`config.mk`:
```
export PLATFORM = sky130hd
export DESIGN_NAME = uart_cmd_responder
export DESIGN_NICKNAME = d
export VERILOG_FILES = /design/src/rtl/uart_cmd_responder.sv
export SDC_FILE = /design/constraint.sdc
export NUM_CORES = 1
export LEC_CHECK = 0
export CAP_MARGIN = 5
export CORE_MARGIN = 2
export CORE_UTILIZATION = 67
export CTS_CLUSTER_DIAMETER = 200
export DETAILED_ROUTE_END_ITERATION = 6
export DONT_BUFFER_PORTS = 1
export HOLD_SLACK_MARGIN = 0.08
export PLACE_DENSITY = 0.83
export RECOVER_POWER = 100
export SYNTH_ARGS = -nofsm -noshare
export SYNTH_HDL_FRONTEND = slang
export SYNTH_SLANG_ARGS = --single-unit
export TNS_END_PERCENT = 100
```
`constraint.sdc`:
```
create_clock -name clk -period 8.3 [get_ports clk]
set_input_delay 1.66 -clock clk [delete_from_list [all_inputs] [get_ports clk]]
set_output_delay 1.66 -clock clk [all_outputs]
set_load 0.03 [all_outputs]
```
`src/rtl/uart_cmd_responder.sv`:
```
// Remote command link endpoint: two-byte UART command receiver plus single-byte response transmitter.
// Optional inter-byte timeout on the command byte order is built when CMD_TIMEOUT_EN is defined.
module uart_cmd_responder #(
    parameter int BAUD_CYCLES    = 5208,
    parameter int TIMEOUT_CYCLES = 1000000
) (
    input  logic        clk,
    input  logic        rst,
    input  logic        RX,
    output logic        TX,
    output logic [15:0] cmd,
    output logic        cmd_rdy,
    input  logic        clr_cmd_rdy,
    input  logic [7:0]  resp,
    input  logic        send_resp,
    output logic        tx_busy,
    output logic        resp_sent
);

    localparam int CW = $clog2(BAUD_CYCLES);
    localparam logic [CW-1:0] BAUD_LAST = CW'(BAUD_CYCLES - 1);
    localparam logic [CW-1:0] HALF_LAST = CW'(BAUD_CYCLES / 2 - 1);

    typedef enum logic {RX_IDLE, RX_RECV} rx_state_t;
    typedef enum logic {ORD_HIGH, ORD_LOW} ord_state_t;
    typedef enum logic {TX_IDLE, TX_XMIT} tx_state_t;

    // ---------------- RX synchronizer and edge detect ----------------
    logic rx_s1, rx_s2, rx_prev;
    logic rx_fall;

    always_ff @(posedge clk) begin
        if (rst) begin
            rx_s1   <= 1'b1;
            rx_s2   <= 1'b1;
            rx_prev <= 1'b1;
        end else begin
            rx_s1   <= RX;
            rx_s2   <= rx_s1;
            rx_prev <= rx_s2;
        end
    end

    assign rx_fall = rx_prev & ~rx_s2;

    // ---------------- RX engine ----------------
    rx_state_t       rx_state, rx_next;
    logic [CW-1:0]   rx_cnt;
    logic [3:0]      rx_idx;     // 0 = start, 1..8 = data, 9 = stop
    logic [7:0]      rx_shift;
    logic            rx_tick;
    logic            byte_good;

    assign rx_tick   = (rx_state == RX_RECV) && (rx_cnt == '0);
    assign byte_good = rx_tick && (rx_idx == 4'd9) && rx_s2;

    always_ff @(posedge clk) begin
        if (rst) rx_state <= RX_IDLE;
        else     rx_state <= rx_next;
    end

    always_comb begin
        rx_next = rx_state;
        case (rx_state)
            RX_IDLE: if (rx_fall) rx_next = RX_RECV;
            RX_RECV: begin
                // A high start sample is a glitch; the stop sample always ends the frame.
                if (rx_tick && ((rx_idx == 4'd0 && rx_s2) || rx_idx == 4'd9))
                    rx_next = RX_IDLE;
            end
            default: rx_next = RX_IDLE;
        endcase
    end

    always_ff @(posedge clk) begin
        if (rst) begin
            rx_cnt   <= '0;
            rx_idx   <= 4'd0;
            rx_shift <= 8'h00;
        end else if (rx_state == RX_IDLE) begin
            if (rx_fall) begin
                rx_cnt <= HALF_LAST;
                rx_idx <= 4'd0;
            end
        end else if (rx_cnt == '0) begin
            rx_cnt <= BAUD_LAST;
            rx_idx <= rx_idx + 4'd1;
            if (rx_idx >= 4'd1 && rx_idx <= 4'd8)
                rx_shift <= {rx_s2, rx_shift[7:1]};
        end else begin
            rx_cnt <= rx_cnt - 1'b1;
        end
    end

    // ---------------- Byte-order FSM and command register ----------------
    ord_state_t ord_state, ord_next;
    logic [7:0] hi_reg;
    logic       to_expired;

`ifdef CMD_TIMEOUT_EN
    localparam int TW = $clog2(TIMEOUT_CYCLES + 1);
    localparam logic [TW-1:0] TO_LAST = TW'(TIMEOUT_CYCLES - 1);
    logic [TW-1:0] to_cnt;

    always_ff @(posedge clk) begin
        if (rst || ord_state == ORD_HIGH || byte_good) to_cnt <= '0;
        else                                           to_cnt <= to_cnt + 1'b1;
    end

    assign to_expired = (ord_state == ORD_LOW) && (to_cnt == TO_LAST);
`else
    // Without the timeout, LOW waits indefinitely for the second byte.
    assign to_expired = 1'b0;
    if (TIMEOUT_CYCLES > 0) begin : g_timeout_unused
    end
`endif

    always_ff @(posedge clk) begin
        if (rst) ord_state <= ORD_HIGH;
        else     ord_state <= ord_next;
    end

    always_comb begin
        ord_next = ord_state;
        case (ord_state)
            ORD_HIGH: if (byte_good) ord_next = ORD_LOW;
            ORD_LOW:  if (byte_good || to_expired) ord_next = ORD_HIGH;
            default:  ord_next = ORD_HIGH;
        endcase
    end

    always_ff @(posedge clk) begin
        if (rst) begin
            hi_reg  <= 8'h00;
            cmd     <= 16'h0000;
            cmd_rdy <= 1'b0;
        end else begin
            if (byte_good && ord_state == ORD_HIGH)
                hi_reg <= rx_shift;
            if (byte_good && ord_state == ORD_LOW) begin
                cmd     <= {hi_reg, rx_shift};
                cmd_rdy <= 1'b1;     // completion wins over a coincident clear
            end else if (clr_cmd_rdy || (byte_good && ord_state == ORD_HIGH)) begin
                cmd_rdy <= 1'b0;
            end
        end
    end

    // ---------------- TX engine ----------------
    tx_state_t     tx_state, tx_next;
    logic [CW-1:0] tx_cnt;
    logic [3:0]    tx_idx;       // bit currently on the line: 0 = start, 1..8 = data, 9 = stop
    logic [7:0]    tx_data;
    logic          tx_reg;
    logic          tx_tick;

    assign tx_tick = (tx_state == TX_XMIT) && (tx_cnt == '0);

    always_ff @(posedge clk) begin
        if (rst) tx_state <= TX_IDLE;
        else     tx_state <= tx_next;
    end

    always_comb begin
        tx_next = tx_state;
        case (tx_state)
            TX_IDLE: if (send_resp) tx_next = TX_XMIT;
            TX_XMIT: if (tx_tick && tx_idx == 4'd9) tx_next = TX_IDLE;
            default: tx_next = TX_IDLE;
        endcase
    end

    always_ff @(posedge clk) begin
        if (rst) begin
            tx_reg    <= 1'b1;
            resp_sent <= 1'b0;
            tx_cnt    <= '0;
            tx_idx    <= 4'd0;
            tx_data   <= 8'h00;
        end else begin
            resp_sent <= 1'b0;
            if (tx_state == TX_IDLE) begin
                if (send_resp) begin
                    tx_data <= resp;
                    tx_reg  <= 1'b0;
                    tx_cnt  <= BAUD_LAST;
                    tx_idx  <= 4'd0;
                end
            end else if (tx_cnt == '0) begin
                if (tx_idx == 4'd9) begin
                    tx_reg    <= 1'b1;
                    resp_sent <= 1'b1;
                end else begin
                    tx_idx <= tx_idx + 4'd1;
                    tx_cnt <= BAUD_LAST;
                    tx_reg <= (tx_idx == 4'd8) ? 1'b1 : tx_data[tx_idx[2:0]];
                end
            end else begin
                tx_cnt <= tx_cnt - 1'b1;
            end
        end
    end

    assign TX      = tx_reg;
    assign tx_busy = (tx_state == TX_XMIT);

endmodule

```
==> results_dict.tcl, run 1 <==
set metrics [dict create \
    p_leak_nw 1.41 \
    setup_tns_ns 0 \
    ys_seq_area_share_pct 44.6 \
    antenna_cells 0 \
    drive_gt1_share_pct 7.32 \
    synth_warnings 0 \
    design_area_mm2 0.00394 \
    critPathKind "reg2reg" \
    postRouteAntennaNets 0 \
    crit_chain "or4bb_1 > nor4_1 > o311ai_0 > o211ai_1" \
    grt_usage_pct 25.4 \
    wirelength_um 7340 \
    coreArea_mm2 0.00544 \
    postSynthAreaPerCell_um2 9.01 \
    synth_edf_count 0 \
    slew_headroom_pct -41.1 \
    grt_max_degree 68 \
    whs_ns 0.417 \
    final_common_cell "dfxtp_1" \
    worstPathRequired_ns 8.59 \
    worstHoldPathType "reg2reg" \
    synth.distinct_cells 53 \
    synthesis.nets 437 \
    numPortBuffers 0 \
    drc 0 \
    drt_first_pass_iters 4 \
    grt_pass1_vias 2734 \
    crit_family "simple AND/OR/NAND/NOR gates" \
    die_w_um 78.5 \
    drt-met1-wl_um 3370 \
    violations "capacitance limit, slew limit" \
    cp_num_buf_inv 0 \
    peakVddDrop_mv 0.121 \
    worst_setup_path_start_kind "register" \
    viasPerCell 6.19 \
    wl_met3_um 377 \
    rsz0062_at_grt "no" \
    ys_ff_latch 83 \
    syn_to_final_growth_pct 5.95 \
    dpl_cell_area_mm2 0.00374 \
    wl_per_cell_um 15.2 \
    synth_ff_type "dfxtp_1" \
    wl_met2_um 3470 \
    slowest_delay_ns 1.70 \
    drv_slew 18 \
    reg_top3 "cmd x16, rx_cnt x13, tx_cnt x13" \
    nets 429 \
    cts_setup_buffers 0 \
    status "finished with violations" \
    largest_reg_flops 16 \
    fin_skew_ns 0.0128 \
    cts_buffer_depth 2 \
    fp-row-count 27 \
    path_max_fanout 17 \
    cts-root-buf "clkbuf_8" \
    grt_pass1_wl_um 12400 \
    grt.overflow.total 0 \
    largest-register "cmd" \
    die_area_mm2 0.00617 \
    drtIter0Drc 166 \
    mostFrequentLayoutCells "dfxtp_1 (83), nand2_1 (47), nor2_1 (43)" \
    cts_resized 0 \
    nFillCells 411 \
    highest_layer "met4" \
    utilization_pct 72.5 \
    postSynth.asyncResetShare_pct 0 \
    dpl.hpwl_um 4950 \
    max_cap_viol_count 1 \
    setup.worst_path.end_class "register" \
    tightest_slew_ns 2.10 \
    hold_viol_final 0 \
    crit_slowest_cell "nor4_1" \
    period_share_pct 43.6 \
    dp_cells 466 \
    cts_hold_buf 0 \
    cts.sinks 83 \
    powerDensity_mw_per_mm2 210 \
    ioPinCount 33 \
    min_period_ns 3.62 \
    dieHeight_um 78.5 \
    setup_viol_count_final 0 \
    instances_no_fill 482 \
    gp_congestion 0.840 \
    fmax_mhz 276 \
    antenna_found_initial 0 \
    dr_total_vias 2985 \
    clk_pin_slew_ns 0.10 \
    initial_core_util_pct 68.4 \
    syn_area_mm2 0.00372 \
    cp.arrival_ns 3.91 \
    h-tree-depth 3 \
    clk_latency_ns 0.36 \
    netlist_instances 413 \
    cts_tree "yes" \
    cts_buffers 9 \
]
## cells in the mapped netlist, drive strengths merged (3+ instances only)
master / count / share of area, %
a21oi: 28 / 3.8
o211ai: 4 / 0.81
nand3: 10 / 1.3
nand3b: 3 / 0.60
mux2i: 33 / 8.9
nor3b: 4 / 0.81
or4: 13 / 2.6
ha: 11 / 3.7
o31ai: 6 / 1.2
a211oi: 4 / 0.81
nand4b: 4 / 0.94
or4b: 4 / 1.1
inv: 15 / 1.5
or2: 4 / 0.67
or3: 4 / 0.67
clkbuf: 17 / 1.7
nor2: 43 / 4.3
nand2: 47 / 4.7
o21ai: 13 / 1.7
nor4: 4 / 1.0
dfxtp: 83 / 45
a31oi: 8 / 1.3
nor3: 9 / 1.2
and4: 3 / 0.71
nand4: 3 / 0.50
## final timing paths
check	start	endpoint	slack, ns	cells past startpoint
min reg2reg	rx_s1	rx_s2	0.42	1
min	rx_s1	rx_s2	0.42	1
max	tx_busy	tx_cnt[10]	4.68	4
max reg2reg	tx_busy	tx_cnt[10]	4.68	4
## routing by layer
metal | up-vias | track usage (%)
met2 | 82 | 40.1
met3 | 10 | 7.13
li1 | 1473 | -
met4 | 0 | 11.6
met1 | 1420 | 32.3
met5 | - | 0
## cell families (layout without fill, tap and decap cells)
group | Yosys count | count (layout) | synth area share [%]
and+or+nand+nor | 169 | 169 | 24.4
xor gates and xnor gates | 1 | 1 | 0.235
AOI/OAI and AO/OA | 78 | 78 | 13.0
muxes | 36 | 36 | 10.4
buffers and inverters | 35 | 32 | 3.60
adders and majority gates | 11 | 11 | 3.70
DFF | 83 | 83 | 44.6
## layout make-up
class                      count  area [µm²]  area share (%)
clock buffer                   9         124            3.14
multi-input combinational    295        1910            48.5
sequential                    83        1660            42.1
inverter                      16        60.1            1.52
tap                           72        90.1            2.28
clock inverter                 7        93.8            2.38
## stage by stage
step	worst slack, ns	power [mW]
4_1_cts	5.04	0.834
2_1_floorplan	5.37	0.514
3_5_place_dp	5.07	0.529
5_1_grt	4.45	0.867
3_3_place_gp	5.27	0.524
6_report	4.68	0.828
## power breakdown
part	internal, mW	switching (mW)
combinational	0.0350	0.0548
sequential	0.413	0.0171
clock	0.147	0.161
No activity file was read; power rests on OpenSTA's default activity.
==> inputs of run 2 (changes only) <==
--- a/config.mk
+++ b/config.mk
@@ -7,12 +7,12 @@
 export LEC_CHECK = 0
 export CAP_MARGIN = 5
 export CORE_MARGIN = 2
-export CORE_UTILIZATION = 67
+export CORE_UTILIZATION = 57
 export CTS_CLUSTER_DIAMETER = 200
 export DETAILED_ROUTE_END_ITERATION = 6
 export DONT_BUFFER_PORTS = 1
 export HOLD_SLACK_MARGIN = 0.08
-export PLACE_DENSITY = 0.83
+export PLACE_DENSITY = 0.75
 export RECOVER_POWER = 100
 export SYNTH_ARGS = -nofsm -noshare
 export SYNTH_HDL_FRONTEND = slang
==> constraint.sdc (replaced) <==
create_clock -name clk -period 3 [get_ports clk]
set_input_delay 0.6 -clock clk [delete_from_list [all_inputs] [get_ports clk]]
set_output_delay 0.6 -clock clk [all_outputs]
set_load 0.03 [all_outputs]
==> run 2 against run 1 <==
Against the previous run:
- critical endpoint is now cmd[12]
- largest power group unchanged
- utilization decreased by 9.1 points
- clock skew is 0.0013 ns lower
- cell area grew 2.0%
- highest routed layer unchanged
- the flow now finishes without violations
- non-clock buffer count is 8 higher
==> results_dict.tcl, run 2 (synthesis results as in run 1) <==
set metrics [dict create \
    status "complete, no violations" \
    rr_worst_depth 10 \
    numPortBuffers 0 \
    slew_headroom_pct 41.2 \
    drive_gt1_share_pct 8.85 \
    max_cap_viol_count 0 \
    cp_common_cell "ha_1" \
    grt_max_degree 68 \
    largest-register "cmd" \
    dieHeight_um 84.8 \
    hold_viol_final 0 \
    min_from "rst" \
    h-tree-depth 3 \
    r2r_start "rx_cnt[0]" \
    cts_tree "yes" \
    rsz0062_at_grt "no" \
    crit_path_start "rx_cnt[0]" \
    cts_buffers 9 \
    wirelength_um 7360 \
    reg2reg_to "cmd[12]" \
    dpl_cell_area_mm2 0.00380 \
    grt_usage_pct 21.6 \
    drc 0 \
    worstPathRequired_ns 3.26 \
    clk_pin_slew_ns 0.10 \
    setup_viol_count_final 0 \
    crit_chain "inv_1 > ha_1 > nor3b_1 > nand4_1 > nor3_1 > and4_1 > ha_1 > buf_4 > mux2i_1 > nor2_1" \
    period_share_pct 88.9 \
    ioPinCount 33 \
    drv_slew 0 \
    grt.met1_usage_pct 28.1 \
    antenna_cells 0 \
    peakVddDrop_mv 0.532 \
    min_to "tx_data[3]" \
    cp.arrival_ns 2.93 \
    reg_top3 "cmd x16, rx_cnt x13, tx_cnt x13" \
    slowest_delay_ns 0.42 \
    mostFrequentLayoutCells "dfxtp_1 (83), nand2_1 (47), nor2_1 (43)" \
    utilization_pct 63.4 \
    die_area_mm2 0.00719 \
    die_w_um 84.8 \
    path_max_fanout 17 \
    coreArea_mm2 0.00635 \
    clk_latency_ns 0.36 \
    cts_resized 0 \
    wl_per_cell_um 14.9 \
    postRouteAntennaNets 0 \
    drt_first_pass_iters 4 \
    cts_hold_buf 0 \
    worstHoldPathType "in2reg" \
    cts_buffer_depth 2 \
    fmax_mhz 375 \
    r2r_setup_slack_ns 0.33 \
    grt_pass1_vias 2772 \
    viasPerCell 6.02 \
    fin_skew_ns 0.0115 \
    dpl.hpwl_um 5050 \
    nets 437 \
    min_period_ns 2.67 \
    drtIter0Drc 192 \
    powerDensity_mw_per_mm2 588 \
    hold_depth 1 \
    worst_setup_path_start_kind "register" \
    nFillCells 542 \
    top_usage_layer "met2" \
    cts_setup_buffers 0 \
    dr_total_vias 2978 \
    met2_usage_pct 35.6 \
    setup.worst_path.end_class "register" \
    critPathKind "reg2reg" \
    grt_pass1_wl_um 12700 \
    syn_to_final_growth_pct 8.10 \
    p_leak_nw 1.45 \
    antenna_found_initial 0 \
    gp_congestion 0.770 \
    crit_family "simple AND/OR/NAND/NOR gates" \
    initial_core_util_pct 58.6 \
    cts.sinks 83 \
    fp-row-count 29 \
    crit_slowest_cell "nor3b_1" \
    cts-root-buf "clkbuf_8" \
    cp_num_buf_inv 2 \
    tightest_slew_ns 0.870 \
    setup_tns_ns 0 \
    final_common_cell "dfxtp_1" \
    met3_usage_pct 4.28 \
    design_area_mm2 0.00402 \
    largest_reg_flops 16 \
    grt.overflow.total 0 \
]
==> run 2: metal layers <==
| metal | part of all wire [%] | wire length, µm |
|---|---|---|
| met4 | 1.3 | 93 |
| met1 | 46 | 3400 |
| met5 | 0 | 0 |
| met3 | 4.2 | 310 |
| met2 | 48 | 3560 |
==> run 2: power breakdown <==
part / switching [mW] / internal (mW) / leakage, nW
clock: 0.434 / 0.483 / 0.116
sequential: 0.0446 / 1.14 / 0.675
combinational: 0.154 / 0.107 / 0.662
total: 0.633 / 1.73 / 1.45
==> run 2: area by class of cell <==
cell class / count / area [µm²] / share of cell area [%]
clock inverter: 7 / 106 / 2.64
clock buffer: 9 / 124 / 3.08
tap: 77 / 96.3 / 2.39
inverter: 16 / 60.1 / 1.49
timing repair buffer: 8 / 52.6 / 1.31
multi-input combinational: 295 / 1920 / 47.8
sequential: 83 / 1660 / 41.3
==> run 2: metrics by stage <==
| stage | total power, mW | instances | worst slack, ns | hold slack, ns |
|---|---|---|---|---|
| 2_1_floorplan | 1.42 | 413 | 0.0727 | 0.389 |
| 3_3_place_gp | 1.47 | 479 | 0.448 | 0.394 |
| 3_5_place_dp | 1.47 | 479 | 0.296 | 0.397 |
| 4_1_cts | 2.39 | 495 | 0.285 | 0.289 |
| 5_1_grt | 2.47 | 495 | 0.0367 | 0.287 |
| 6_report | 2.37 | 495 | 0.334 | 0.315 |
==> run 2: how the worst max path moves through the flow <==
stage                endpoint  depth (start not counted)
finish                cmd[12]                         10
CTS                 hi_reg[6]                          9
global placement    hi_reg[3]                          9
global route           cmd[1]                         10
detailed placement  hi_reg[6]                          9
floorplan             cmd[12]                          9
==> inputs of run 3 (changes only) <==
--- a/config.mk
+++ b/config.mk
@@ -6,13 +6,15 @@
 export NUM_CORES = 1
 export LEC_CHECK = 0
 export CAP_MARGIN = 5
+export CELL_PAD_IN_SITES_DETAIL_PLACEMENT = 0
+export CELL_PAD_IN_SITES_GLOBAL_PLACEMENT = 1
 export CORE_MARGIN = 2
-export CORE_UTILIZATION = 57
+export CORE_UTILIZATION = 43
 export CTS_CLUSTER_DIAMETER = 200
 export DETAILED_ROUTE_END_ITERATION = 6
 export DONT_BUFFER_PORTS = 1
 export HOLD_SLACK_MARGIN = 0.08
-export PLACE_DENSITY = 0.75
+export PLACE_DENSITY_LB_ADDON = 0.1
 export RECOVER_POWER = 100
 export SYNTH_ARGS = -nofsm -noshare
 export SYNTH_HDL_FRONTEND = slang
==> run 3 against run 2 <==
Against the previous run:
- cell area increased by 1.1%
- combinational power increased by 5%
- first-iteration DRC count decreased by 41%
- critical path depth decreased by 1
- critical endpoint is now hi_reg[0]
- routed wire length increased by 3.9%
- total power increased by 0.20%
- highest routed layer unchanged
- global-route usage decreased by 5.2 points
- count of clock-buffer cells in the layout unchanged
- non-clock buffer count increased by 2
- die area increased by 31%
- utilization decreased by 14 points
- clock skew decreased by 0.0019 ns
==> results_dict.tcl, run 3 (synthesis results as in run 1) <==
set metrics [dict create \
    hold_viol_final 0 \
    switching_share_pct 26.8 \
    tightest_slew_ns 0.906 \
    cts_setup_buffers 0 \
    clkPwrFrac_pct 38.5 \
    cts_buffers 9 \
    ioPinCount 33 \
    wl_met2_um 3530 \
    slew_headroom_pct 39.0 \
    p_int_mw 1.74 \
    powerDensity_mw_per_mm2 583 \
    fp-row-count 33 \
    worstHoldPathType "in2reg" \
    drt-met1-wl_um 3730 \
    reg2reg_to "hi_reg[0]" \
    pwr-share-seq_pct 49.9 \
    grt_max_degree 68 \
    status "complete, no violations" \
    grt_pass1_vias 2733 \
    dpl.hpwl_um 5140 \
    drt_first_pass_iters 4 \
    dr_total_vias 2936 \
    cts_buffer_depth 2 \
    min_from "rst" \
    grt_usage_pct 16.4 \
    setup_tns_ns 0 \
    crit_path_start "rx_cnt[0]" \
    largest_reg_flops 16 \
    worstPathRequired_ns 3.25 \
    rsz0062_at_grt "no" \
    grt_pass1_wl_um 12900 \
    max_cap_viol_count 0 \
    gp_congestion 0.784 \
    peakVddDrop_mv 0.273 \
    wl_per_cell_um 14.6 \
    postRouteAntennaNets 0 \
    crit_path_end "hi_reg[0]" \
    fin_skew_ns 0.00963 \
    clk_pin_slew_ns 0.09 \
    mostFrequentLayoutCells "dfxtp_1 (83), nand2_1 (47), nor2_1 (43)" \
    initial_core_util_pct 44.9 \
    min_period_ns 2.60 \
    cp.arrival_ns 2.85 \
    p_comb_share_pct 11.6 \
    grt.overflow.total 0 \
    wirelength_um 7650 \
    drc 0 \
    switching_power_mw 0.635 \
    r2r_start "rx_cnt[0]" \
    dp_cells 509 \
    die_w_um 97.0 \
    wl_met3_um 277 \
    die_area_mm2 0.00942 \
    cts_hold_buf 0 \
    antenna_cells 0 \
    cts_tree "yes" \
    drv_slew 0 \
    nets 439 \
    coreArea_mm2 0.00830 \
    r2r_setup_slack_ns 0.40 \
    clk_latency_ns 0.35 \
    dieHeight_um 97.0 \
    drive_gt1_share_pct 9.05 \
    path_max_fanout 9 \
    cts-root-buf "clkbuf_8" \
    setup.worst_path.end_class "register" \
    rr_worst_depth 9 \
    reg_top3 "cmd x16, rx_cnt x13, tx_cnt x13" \
    drtIter0Drc 113 \
    critPathKind "reg2reg" \
    instances_no_fill 525 \
    period_share_pct 86.7 \
    numPortBuffers 0 \
    whs_ns 0.313 \
    worst_setup_path_start_kind "register" \
    antenna_found_initial 0 \
    h-tree-depth 3 \
    p_leak_nw 1.45 \
    setup_viol_count_final 0 \
    fmax_mhz 385 \
    viasPerCell 5.59 \
    highest_layer "met4" \
    syn_to_final_growth_pct 9.28 \
    largest-register "cmd" \
    utilization_pct 49.0 \
    cts.sinks 83 \
    cts_resized 0 \
    final_common_cell "dfxtp_1" \
]
==> run 3: routing by layer <==
metal	vias to the layer above	GRT usage, %
met4	0	6.07
met2	55	26.6
li1	1497	-
met5	-	0
met3	10	4.19
met1	1374	21.1
==> run 3: area by class of cell <==
| class | count | area (µm²) |
|---|---|---|
| clock buffers | 9 | 124 |
| clock inverters | 7 | 105 |
| fillers | 821 | 4230 |
| inverters | 16 | 60.1 |
| multi-input cells | 295 | 1930 |
| flip-flops and latches | 83 | 1660 |
| well taps | 105 | 131 |
| repair buffers | 10 | 60.1 |
==> run 3: worst min-delay path by stage <==
stage | cells after the start | to
floorplan | 1 | rx_s2
global placement | 1 | rx_s2
detailed placement | 1 | rx_s2
CTS | 1 | tx_data[3]
global route | 1 | tx_idx[1]
finish | 1 | tx_idx[1]
==> run 3: per-stage QoR <==
stage	cell area, µm²	total power, mW	worst slack (ns)
2_1_floorplan	3720	1.42	0.0727
3_3_place_gp	3850	1.48	0.389
3_5_place_dp	3850	1.49	0.280
4_1_cts	4080	2.42	0.268
5_1_grt	4070	2.49	0.0976
6_report	4070	2.37	0.400
==> run 3: power by group through the flow <==
stage               Sequential, mW  Clock (mW)  Combinational, mW
global route                  1.19       0.984              0.315
global placement              1.21           0              0.274
floorplan                     1.20           0              0.220
detailed placement            1.21           0              0.276
finish                        1.18       0.913              0.274
CTS                           1.18       0.954              0.278
==> run 3: worst max-delay path, cell delays in order, from the launching register on <==
cell	delay, ns
dfxtp_1	0.33
inv_1	0.09
ha_1	0.19
nor3b_2	0.32
nand4_1	0.26
nor3_1	0.26
and4_1	0.26
ha_1	0.48
mux2i_1	0.25
nor2_1	0.05
